<file path="src/rtl/mmio_timer_irq_pkg.sv">
// Register map and bit positions of the MMIO timer, shared by the bus decode
// and by test firmware.
package mmio_timer_irq_pkg;

    typedef enum logic [1:0] {
        REG_CTRL    = 2'd0,
        REG_COUNT   = 2'd1,
        REG_COMPARE = 2'd2,
        REG_STATUS  = 2'd3
    } reg_sel_e;

    localparam logic [3:0] OFF_CTRL    = 4'h0;
    localparam logic [3:0] OFF_COUNT   = 4'h4;
    localparam logic [3:0] OFF_COMPARE = 4'h8;
    localparam logic [3:0] OFF_STATUS  = 4'hC;

    localparam int CTRL_EN           = 0;
    localparam int CTRL_RELOAD       = 1;
    localparam int CTRL_IRQ_EN       = 2;
    localparam int CTRL_PRESCALE_LSB = 8;

    localparam int STATUS_MATCH = 0;
    localparam int STATUS_OVF   = 1;

    localparam logic [31:0] COMPARE_RESET = 32'hFFFF_FFFF;

endpackage

</file>
<file path="src/rtl/mmio_timer_irq_prescaler.sv">
// Prescaler: divides clk by PRESCALE+1 while enabled, producing a one-cycle tick.
module timer_prescaler #(
    parameter int PRESCALE_W = 8
) (
    input  logic                  clk,
    input  logic                  rst,
    input  logic                  en,
    input  logic [PRESCALE_W-1:0] prescale,
    input  logic                  restart,
    output logic                  tick
);

    logic [PRESCALE_W-1:0] pcnt;

    assign tick = en && (pcnt == prescale);

    always_ff @(posedge clk or posedge rst) begin
        if (rst) begin
            pcnt <= '0;
        end else if (!en || restart || tick) begin
            pcnt <= '0;
        end else begin
            pcnt <= pcnt + 1'b1;
        end
    end

endmodule

</file>
<file path="src/rtl/mmio_timer_irq.sv">
// Memory-mapped timer: bus decode, CTRL/COUNT/COMPARE/STATUS registers,
// count/compare logic and the one-cycle-latency read-data register.
module mmio_timer_irq
    import mmio_timer_irq_pkg::*;
#(
    parameter logic [31:0] BASE_ADDR  = 32'hFFFF_0000,
    parameter int          PRESCALE_W = 8
) (
    input  logic        clk,
    input  logic        rst,
    input  logic        mem_ren,
    input  logic        mem_wen,
    input  logic [31:0] mem_addr,
    input  logic [31:0] mem_wdata,
    output logic [31:0] mem_rdata,
    output logic        hit,
    output logic        interrupter
);

    logic                  sel, wr, rd;
    reg_sel_e              idx;
    logic                  wr_ctrl, wr_count, wr_compare, wr_status;
    logic                  en, reload, irq_en;
    logic [PRESCALE_W-1:0] prescale;
    logic [31:0]           count, compare, count_next;
    logic                  match, ovf;
    logic                  tick, count_eq, match_set, ovf_set;
    logic [31:0]           rd_word;
    logic [31:0]           rdata_p1;
    logic                  hit_p1;
    logic                  unused_addr_lsbs;

    assign unused_addr_lsbs = ^mem_addr[1:0];

    assign sel = (mem_ren || mem_wen) && (mem_addr[31:4] == BASE_ADDR[31:4]);
    assign wr  = mem_wen && sel;
    assign rd  = mem_ren && sel;
    assign idx = reg_sel_e'(mem_addr[3:2]);

    assign wr_ctrl    = wr && (idx == REG_CTRL);
    assign wr_count   = wr && (idx == REG_COUNT);
    assign wr_compare = wr && (idx == REG_COMPARE);
    assign wr_status  = wr && (idx == REG_STATUS);

    timer_prescaler #(
        .PRESCALE_W(PRESCALE_W)
    ) u_prescaler (
        .clk     (clk),
        .rst     (rst),
        .en      (en),
        .prescale(prescale),
        .restart (wr_ctrl),
        .tick    (tick)
    );

    // A match takes precedence over overflow; RELOAD only applies on a match.
    always_comb begin
        count_eq   = (count == compare);
        match_set  = tick && count_eq;
        ovf_set    = tick && !count_eq && (&count);
        count_next = count;
        if (wr_count) begin
            count_next = mem_wdata;
        end else if (tick) begin
            count_next = (count_eq && reload) ? 32'd0 : count + 32'd1;
        end
    end

    always_comb begin
        rd_word = 32'd0;
        case (idx)
            REG_CTRL: begin
                rd_word[CTRL_EN]     = en;
                rd_word[CTRL_RELOAD] = reload;
                rd_word[CTRL_IRQ_EN] = irq_en;
                rd_word[CTRL_PRESCALE_LSB +: PRESCALE_W] = prescale;
            end
            REG_COUNT:   rd_word = count;
            REG_COMPARE: rd_word = compare;
            REG_STATUS: begin
                rd_word[STATUS_MATCH] = match;
                rd_word[STATUS_OVF]   = ovf;
            end
            default:     rd_word = 32'd0;
        endcase
    end

    always_ff @(posedge clk or posedge rst) begin
        if (rst) begin
            en       <= 1'b0;
            reload   <= 1'b0;
            irq_en   <= 1'b0;
            prescale <= '0;
            count    <= 32'd0;
            compare  <= COMPARE_RESET;
            match    <= 1'b0;
            ovf      <= 1'b0;
        end else begin
            if (wr_ctrl) begin
                en       <= mem_wdata[CTRL_EN];
                reload   <= mem_wdata[CTRL_RELOAD];
                irq_en   <= mem_wdata[CTRL_IRQ_EN];
                prescale <= mem_wdata[CTRL_PRESCALE_LSB +: PRESCALE_W];
            end
            if (wr_compare) begin
                compare <= mem_wdata;
            end
            count <= count_next;
            // Hardware set wins over a write-1-to-clear in the same cycle.
            match <= match_set || (match && !(wr_status && mem_wdata[STATUS_MATCH]));
            ovf   <= ovf_set   || (ovf   && !(wr_status && mem_wdata[STATUS_OVF]));
        end
    end

    // Read stage: registers sampled before any same-cycle write lands.
    always_ff @(posedge clk or posedge rst) begin
        if (rst) begin
            hit_p1   <= 1'b0;
            rdata_p1 <= 32'd0;
        end else begin
            hit_p1   <= rd;
            rdata_p1 <= rd ? rd_word : 32'd0;
        end
    end

    assign hit         = hit_p1;
    assign mem_rdata   = rdata_p1;
    assign interrupter = match && irq_en;

endmodule

</file>
<file path="config.mk">
export PLATFORM = sky130hd
export DESIGN_NAME = mmio_timer_irq
export DESIGN_NICKNAME = d
export VERILOG_FILES = /design/src/rtl/mmio_timer_irq_pkg.sv /design/src/rtl/mmio_timer_irq_prescaler.sv /design/src/rtl/mmio_timer_irq.sv
export SDC_FILE = /design/constraint.sdc
export NUM_CORES = 1
export LEC_CHECK = 0
export ABC_AREA = 1
export BUFFER_PORTS_ARGS = -buffer_cell sky130_fd_sc_hd__clkbuf_2
export CORE_UTILIZATION = 50
export CTS_CLUSTER_DIAMETER = 80
export CTS_CLUSTER_SIZE = 25
export DETAILED_ROUTE_END_ITERATION = 8
export PLACE_DENSITY_LB_ADDON = 0.05
export SYNTH_ARGS = -nofsm -noshare
export SYNTH_HDL_FRONTEND = slang
export SYNTH_SLANG_ARGS = --single-unit
</file>
<file path="constraint.sdc">
create_clock -name clk -period 8 [get_ports clk]
set_clock_uncertainty 0.1 [all_clocks]
set_input_delay 2.4 -clock clk [delete_from_list [all_inputs] [get_ports clk]]
set_output_delay 2.4 -clock clk [all_outputs]
set_load 0.005 [all_outputs]
</file>
Word-level counts from Yosys, hierarchy flattened --
Cells that the tools add are included.
Word-level totals: flip-flop bits (word level) 118, bits of input ports 68, output and inout bits 34, word-level logic and storage cells 58
Cells by class: $add $sub $neg 2, equality and inequality tests 6, multiplexer cells 10, reduce and logical (&&, ||, !) cells 29
Operators with widths (count):
- $mux 32 | 4
- $add 32x1->32 const B | 1
- $eq 32x32->1 | 1
- $pmux 16 s2 | 1
- $reduce_and 32->1 | 1
- $eq 28x28->1 const B | 1
- $pmux 8 s3 | 1
- $logic_and 1x1->1 | 17
- $pmux 5 s2 | 1
- $add 8x1->8 const B | 1
- $eq 8x8->1 | 1
- $mux 8 | 1
- $pmux 2 s4 | 1
- $logic_or 1x1->1 | 5
- $eq 2x2->1 const B | 2
- $logic_not 1->1 | 4
- $pmux 1 s3 | 1
- $eq 2x1->1 const B | 1
- $logic_not 2->1 | 1
- $reduce_bool 2->1 | 1

Longest topological paths before layout --
Gate-level depths: netlist of the first run.
word-level depth 8, mapped depth 12, depth with buffers taken out 11

Modules after synthesis --
From an unflattened synthesis of the first run, not the netlist that was laid out.
Unflattened totals: cells, all modules 1050, area total of the unflattened synthesis 7534.7 µm²
Modules (own cells, without submodules):
- mmio_timer_irq | instances 1, cells each 967, area each 6950.4 µm², seq. area each 2792.7 µm²
- timer_prescaler | instances 1, cells each 83, area each 584.3 µm², seq. area each 200.2 µm²

Worst setup path before layout of the first run --
Ideal clock, no wire load.
kind input -> register, from in mem_addr[15], to reg count[1], setup time 0.118 ns, data arrival time 3.398 ns, data required time 7.782 ns, slack 4.384 ns, cell stages on the path 11, path buffers 1, cells stage by stage nor2_1 nand2_1 nor3_2 nand2_2 nor2_4 nand2_2 nand2_1 inv_2 buf_6 nand3_1 nand2_1
Between the ends: word-level cells in the longest chain between the ends 5, elaborated cells between the ends (all ways) 6, classes of those cells 1 x eq/ne; 1 x mux; 4 x reduce/logical
Ends and longest elaborated chain:
- start, declared | line mmio_timer_irq.sv:13 | input logic [31:0] mem_addr,
- $eq 28x28->1 * | line mmio_timer_irq.sv:35 | assign sel = (mem_ren || mem_wen) && (mem_addr[31:4] == BASE_ADDR[31:4]);
- $logic_and 1x1->1 * | line mmio_timer_irq.sv:35
- $logic_and 1x1->1 * | line mmio_timer_irq.sv:36 | assign wr = mem_wen && sel;
- $logic_and 1x1->1 * | line mmio_timer_irq.sv:41 | assign wr_count = wr && (idx == REG_COUNT);
- $mux 32 or $reduce_bool 2->1 (tied branches)
- end signal, assigned | line mmio_timer_irq.sv:108 | count <= count_next;
- end, declared | line mmio_timer_irq.sv:25 | logic [31:0] count, compare, count_next;
Mark *: on every way between the ends. The rest lies on a longest branch, timed or not. A chain may end at the register's enable or synchronous reset.

Worst setup path in the final report of the first run --
from in mem_addr[3], to reg count[26]
Between the ends: word-level cells in the longest chain between the ends 3, elaborated cells between the ends (all ways) 4, classes of those cells 1 x eq/ne; 1 x mux; 2 x reduce/logical
Ends and longest elaborated chain (line):
- $eq 2x1->1 * | mmio_timer_irq.sv:41
- $logic_and 1x1->1 * | mmio_timer_irq.sv:41
- $mux 32 or $reduce_bool 2->1 (tied branches)
Marked as above.

==> results_dict.tcl, run 1 <==
set metrics [dict create \
    comb_power_share_pct 3.7 \
    area_growth_pct 16.47 \
    clock_path_buffers 2 \
    synth_fp_nets 1102 \
    first_iter_violations 434 \
    hold_viol 0 \
    numCtsBuffers 17 \
    pwr-share-clk_pct 56.9 \
    cts_sinks 118 \
    grtUsageTotal_pct 26.23 \
    critPathLaunch "mem_addr[3]" \
    drv_cap 0 \
    post_cts_resized 0 \
    final_antenna_net_count 0 \
    setup_violations 0 \
    cellPowerDensity_mw_per_mm2 182.2 \
    p_seq_share_pct 39.4 \
    reg2reg_depth 8 \
    wirelength_um 17670 \
    cp-endpoint "count[26]" \
    status "finished clean" \
    yosys.area.top_type "dfrtp_1" \
    grt_overflow 0 \
    p_leak_nw 4.046 \
    die_h_um 121.7 \
    fmax_ghz 0.2431 \
    die_area_mm2 0.01481 \
    timing.final.ws_setup_ns 3.887 \
    slew_headroom_pct 19.79 \
    rrSetupSlack_ns 5.06 \
    synth.distinct_cells 31 \
    initial_utilization_pct 51.41 \
    clk_pin_slew_worst_paths_ns 0.05 \
    die_w_um 121.7 \
    root_buffer "clkbuf_16" \
    yosys-top-cells-area "dfrtp_1, nand2_1, dfstp_2, inv_1, nand3_1" \
    post_cts_buffers 0 \
    critPathCaptureType "flip-flop" \
    drt-wirelength-per-cell_um 13.70 \
    cp_max_fo 33 \
    syn_inst 1026 \
    worstReg2RegEnd "count[26]" \
    first_pass_iters 5 \
    avgViaCountPerCell 5.076 \
    grt_max_degree 75 \
    hp-class "flip-flop to flip-flop" \
    rsz0062_at_grt "false" \
    synth_edf_count 0 \
    worst_pin_slew_ns 1.200 \
    h-tree-depth 4 \
    via_count 6548 \
    r2r-start "count[5]" \
    yosysTopAreaCellShare_pct 30.04 \
    async_reset_ff_share_pct 100.0 \
    min_period_ns 4.113 \
    intPower_mw 1.218 \
    num-nets-final 1173 \
    cp.required_ns 8.25 \
    drive_gt1_share_pct 16.58 \
    port_buffers 99 \
    drv_slew 0 \
    coreArea_mm2 0.01393 \
    seq_area_frac_synth_pct 41.78 \
    insertedDiodeCount 0 \
    ys.flop_type "dfrtp_1" \
    switching_power_mw 0.3018 \
    startpoint_type "input pin" \
    finalPower_mw 1.520 \
    ios 102 \
    p_sw_share_pct 19.85 \
    yosysMostFrequentCell "nand2_1" \
    dp_hpwl_um 12490 \
    max-vdd-ir-drop_mv 0.1494 \
    hold_buffers 0 \
    synthTopCellsByCount "nand2_1, inv_1, nor2_1" \
    drcViolationCount 0 \
    syn-cell-area_mm2 0.007163 \
    cts_tree "done" \
    crit_arrival_ns 4.37 \
    finalSetupTns_ns 0 \
    antenna_found_initial 0 \
    post-place-ws_ns 3.463 \
    synth-seq-cells 118 \
    grt_pass1_wl_um 29840 \
    ys.warnings.count 0 \
    clkLatencyLatePin_ns 0.42 \
    path_class "input pin to flip-flop" \
    final_util_pct 59.87 \
    grt_pass1_vias 6078 \
    period_share_pct 51.41 \
    rows 43 \
    avgSynthCellArea_um2 6.982 \
    gp_congestion 0.8986 \
]
[placed cells by master, fill, tap and decap left out, types with 5 or more instances in the layout]
cell / instances
nand2_1: 326
inv_1: 133
nor2_1: 104
clkbuf_2: 99
dfrtp_1: 86
nand3_1: 81
o21ai_1: 52
dfstp_2: 32
xor2_1: 26
a21oi_1: 26
o21ai_0: 24
xnor2_1: 22
nand4_1: 17
clkbuf_16: 17
ha_1: 8
nor3_1: 6
clkbuf_8: 6
nand2_2: 5
o221ai_1: 5
bufinv_16: 5
buf_4: 5
[worst max-delay path: stages]
cell and delay, ns:
clkbuf_2 0.12, inv_1 0.08, ha_1 0.18, buf_4 0.25, nand2_2 0.56, nand2_1 0.14, inv_2 0.37, nand3_1 0.15
nand2_1 0.11
[state kept, by name, summed over array words and instances, names as in the netlist, 8 cells and up]
register / cells
prescale: 8
u_prescaler.pcnt: 8
mem_rdata: 32
compare: 32
count: 32
[power groups by stage]
stage | Combinational (mW) | Clock, mW | Sequential (mW)
2_1_floorplan | 0.0278 | 0 | 0.608
3_3_place_gp | 0.0572 | 0 | 0.608
3_5_place_dp | 0.0575 | 0 | 0.608
4_1_cts | 0.0578 | 0.877 | 0.598
5_1_grt | 0.0650 | 0.910 | 0.598
6_report | 0.0564 | 0.866 | 0.598
[cell type report]
class	count	area, um2
Timing Repair Buffer	104	533.0
Inverter	137	516.7
Tap cell	180	225.2
Clock buffer	25	515.5
Multi-Input combinational cell	719	3397
Clock inverter	7	162.7
Sequential cell	118	2993
Fill cell	1345	5592
[logic make-up after synthesis]
group                    synth area share [%]
adder cells (fa/ha/maj)                 1.397
buffers and inverters                   10.79
flip-flops                              41.78
AND/OR/NAND/NOR                         32.33
AO/OA/AOI/OAI                           7.825
XOR/XNOR                                5.869
[metrics by stage]
stage	cell area [um2]	hold slack, ns	cells
floorplan	7163	0.3416	1026
global placement	7665	0.3657	1258
detailed placement	7665	0.3692	1258
CTS	8343	0.3797	1290
global route	8343	0.3995	1290
finish	8343	0.3805	1290
[how the worst min path moves through the flow]
stage | from | to | slack (ns) | depth (start not counted)
finish | ovf | ovf | 0.38 | 2
global route | ovf | ovf | 0.40 | 2
CTS | ovf | ovf | 0.38 | 2
detailed placement | ovf | ovf | 0.37 | 2
global placement | ovf | ovf | 0.37 | 2
floorplan | ovf | ovf | 0.34 | 2
[routing by layer]
| metal | global-route usage, % | up-vias | part of all wire, % |
|---|---|---|---|
| met1 | 36.72 | 3003 | 48 |
| met3 | 4.541 | 25 | 5.4 |
| met4 | 8.642 | 0 | 1.8 |
| met2 | 41.16 | 186 | 45 |
| li1 | - | 3334 | - |
| met5 | 0 | - | 0 |
Note: power is estimated with default switching activity, not from simulation.
==> run 2, diff against run 1 <==
Clock period 8 ns to 3.3 ns, I/O delays scaled along.
==> run 2 against run 1 <==
Net effect:
- via count barely moved
- combinational power increased to 2.6 times the previous value
- clock power up 110%
- critical path depth grew 1
- sequential power is 140% higher
- final area about the same
- utilization is essentially flat
- critical endpoint is now count[19]
- global-route usage hardly changed
==> results_dict.tcl, run 2 (synthesis gave the netlist of run 1 again) <==
set metrics [dict create \
    post_cts_resized 0 \
    p_leak_nw 4.054 \
    numCtsBuffers 17 \
    grt_overflow 0 \
    die_h_um 121.7 \
    path_class "flip-flop to flip-flop" \
    final_cell_mix "nand2_1, inv_1, nor2_1, clkbuf_2, dfrtp_1" \
    hold_viol 0 \
    drt-wirelength-per-cell_um 13.82 \
    ios 102 \
    grt_max_degree 46 \
    grtUsageTotal_pct 26.19 \
    cp_max_fo 20 \
    drive_gt1_share_pct 17.41 \
    clkLatencyLatePin_ns 0.42 \
    worst_pin_slew_ns 0.7759 \
    rsz0062_at_grt "false" \
    port_buffers 99 \
    cts_tree "done" \
    h-tree-depth 4 \
    grt_pass1_vias 5932 \
    hold_buffers 0 \
    min_path_cells 2 \
    clock_path_buffers 2 \
    root_buffer "clkbuf_16" \
    cp.required_ns 3.51 \
    fmax_ghz 0.4660 \
    path_cells "inv_1 -> or2_2 -> nand3_1 -> nor2_1 -> nand3_2 -> buf_4 -> nand3_1 -> o21ai_0 -> inv_1 -> nand2_1" \
    crit_arrival_ns 2.35 \
    gp_congestion 0.9272 \
    place_area_mm2 0.007766 \
    layout_commonest_cell "nand2_1" \
    die_w_um 121.7 \
    drcViolationCount 0 \
    post_cts_buffers 0 \
    avgViaCountPerCell 5.035 \
    coreArea_mm2 0.01393 \
    via_count 6545 \
    cellPowerDensity_mw_per_mm2 406.5 \
    first_pass_iters 5 \
    num-nets-final 1183 \
    reg2reg_depth 10 \
    timing.critical_path.slowest_stage_cell "nand3_2" \
    insertedDiodeCount 0 \
    critPathCaptureType "flip-flop" \
    initial_utilization_pct 51.41 \
    cpPeakStageDelay_ns 0.39 \
    period_share_pct 65.03 \
    final_area_mm2 0.008348 \
    drv_slew 0 \
    area_growth_pct 16.54 \
    clk_pin_slew_worst_paths_ns 0.05 \
    setup_violations 0 \
    wirelength_um 17970 \
    drv_cap 0 \
    status "finished clean" \
    dp_hpwl_um 13170 \
    first_iter_violations 404 \
    cts_sinks 118 \
    grt_pass1_wl_um 29580 \
    min_period_ns 2.146 \
    finalSetupTns_ns 0 \
    antenna_found_initial 0 \
    die_area_mm2 0.01481 \
    max-vdd-ir-drop_mv 0.3113 \
    slew_headroom_pct 48.16 \
    final_antenna_net_count 0 \
    hp-class "flip-flop to flip-flop" \
    startpoint_type "flip-flop" \
    rows 43 \
]
-- run 2: where the power goes --
part	switching [mW]	internal, mW
Combinational	0.0941	0.0504
Sequential	0.0000000354	1.45
Clock	0.652	1.15
Total	0.746	2.65
-- run 2: layout make-up --
type	instances	area (um2)
clock buffers	24	511.7
clock inverters	8	70.07
fillers	1342	5587
inverters	137	518.0
multi-input cells	719	3397
flip-flops and latches	118	2993
well taps	180	225.2
repair buffers	114	633.1
-- run 2: worst max-delay path, delay by kind of cell, from the launching register on --
kind	cells	cell delay, ns
DFF	1	0.38
AOI/OAI and AO/OA	1	0.09
buffers and inverters	3	0.58
and+or+nand+nor	6	0.87
-- run 2: metrics by stage --
stage / utilization [%] / cells / setup WS, ns / hold slack (ns) / power [mW]
3_5_place_dp: 55.73 / 1268 / 0.7730 / 0.3657 / 1.621
4_1_cts: 59.91 / 1300 / 1.125 / 0.3814 / 3.427
3_3_place_gp: 55.73 / 1268 / 0.7941 / 0.3613 / 1.621
2_1_floorplan: - / 1026 / 0.7947 / 0.3416 / 1.542
6_report: 59.91 / 1300 / 1.154 / 0.3800 / 3.394
5_1_grt: 59.91 / 1300 / 0.9793 / 0.3936 / 3.511
-- run 2: final timing paths --
check | from | endpoint | slack, ns
setup / recovery | prescale[0] | count[19] | 1.15
max in group asynchronous | rst | compare[9] | 1.76
hold / removal | compare[1] | compare[1] | 0.38
hold reg to reg | compare[1] | compare[1] | 0.38
setup reg to reg | prescale[0] | count[19] | 1.15
min in group asynchronous | rst | irq_en | 0.60
-- run 2: per-layer routing --
layer	vias to the layer above	track usage, %	share of wire [%]
met4	0	8.025	1.4
met3	20	4.963	5.9
met5	-	0	0
li1	3348	-	-
met1	2985	36.41	47
met2	192	41.30	45
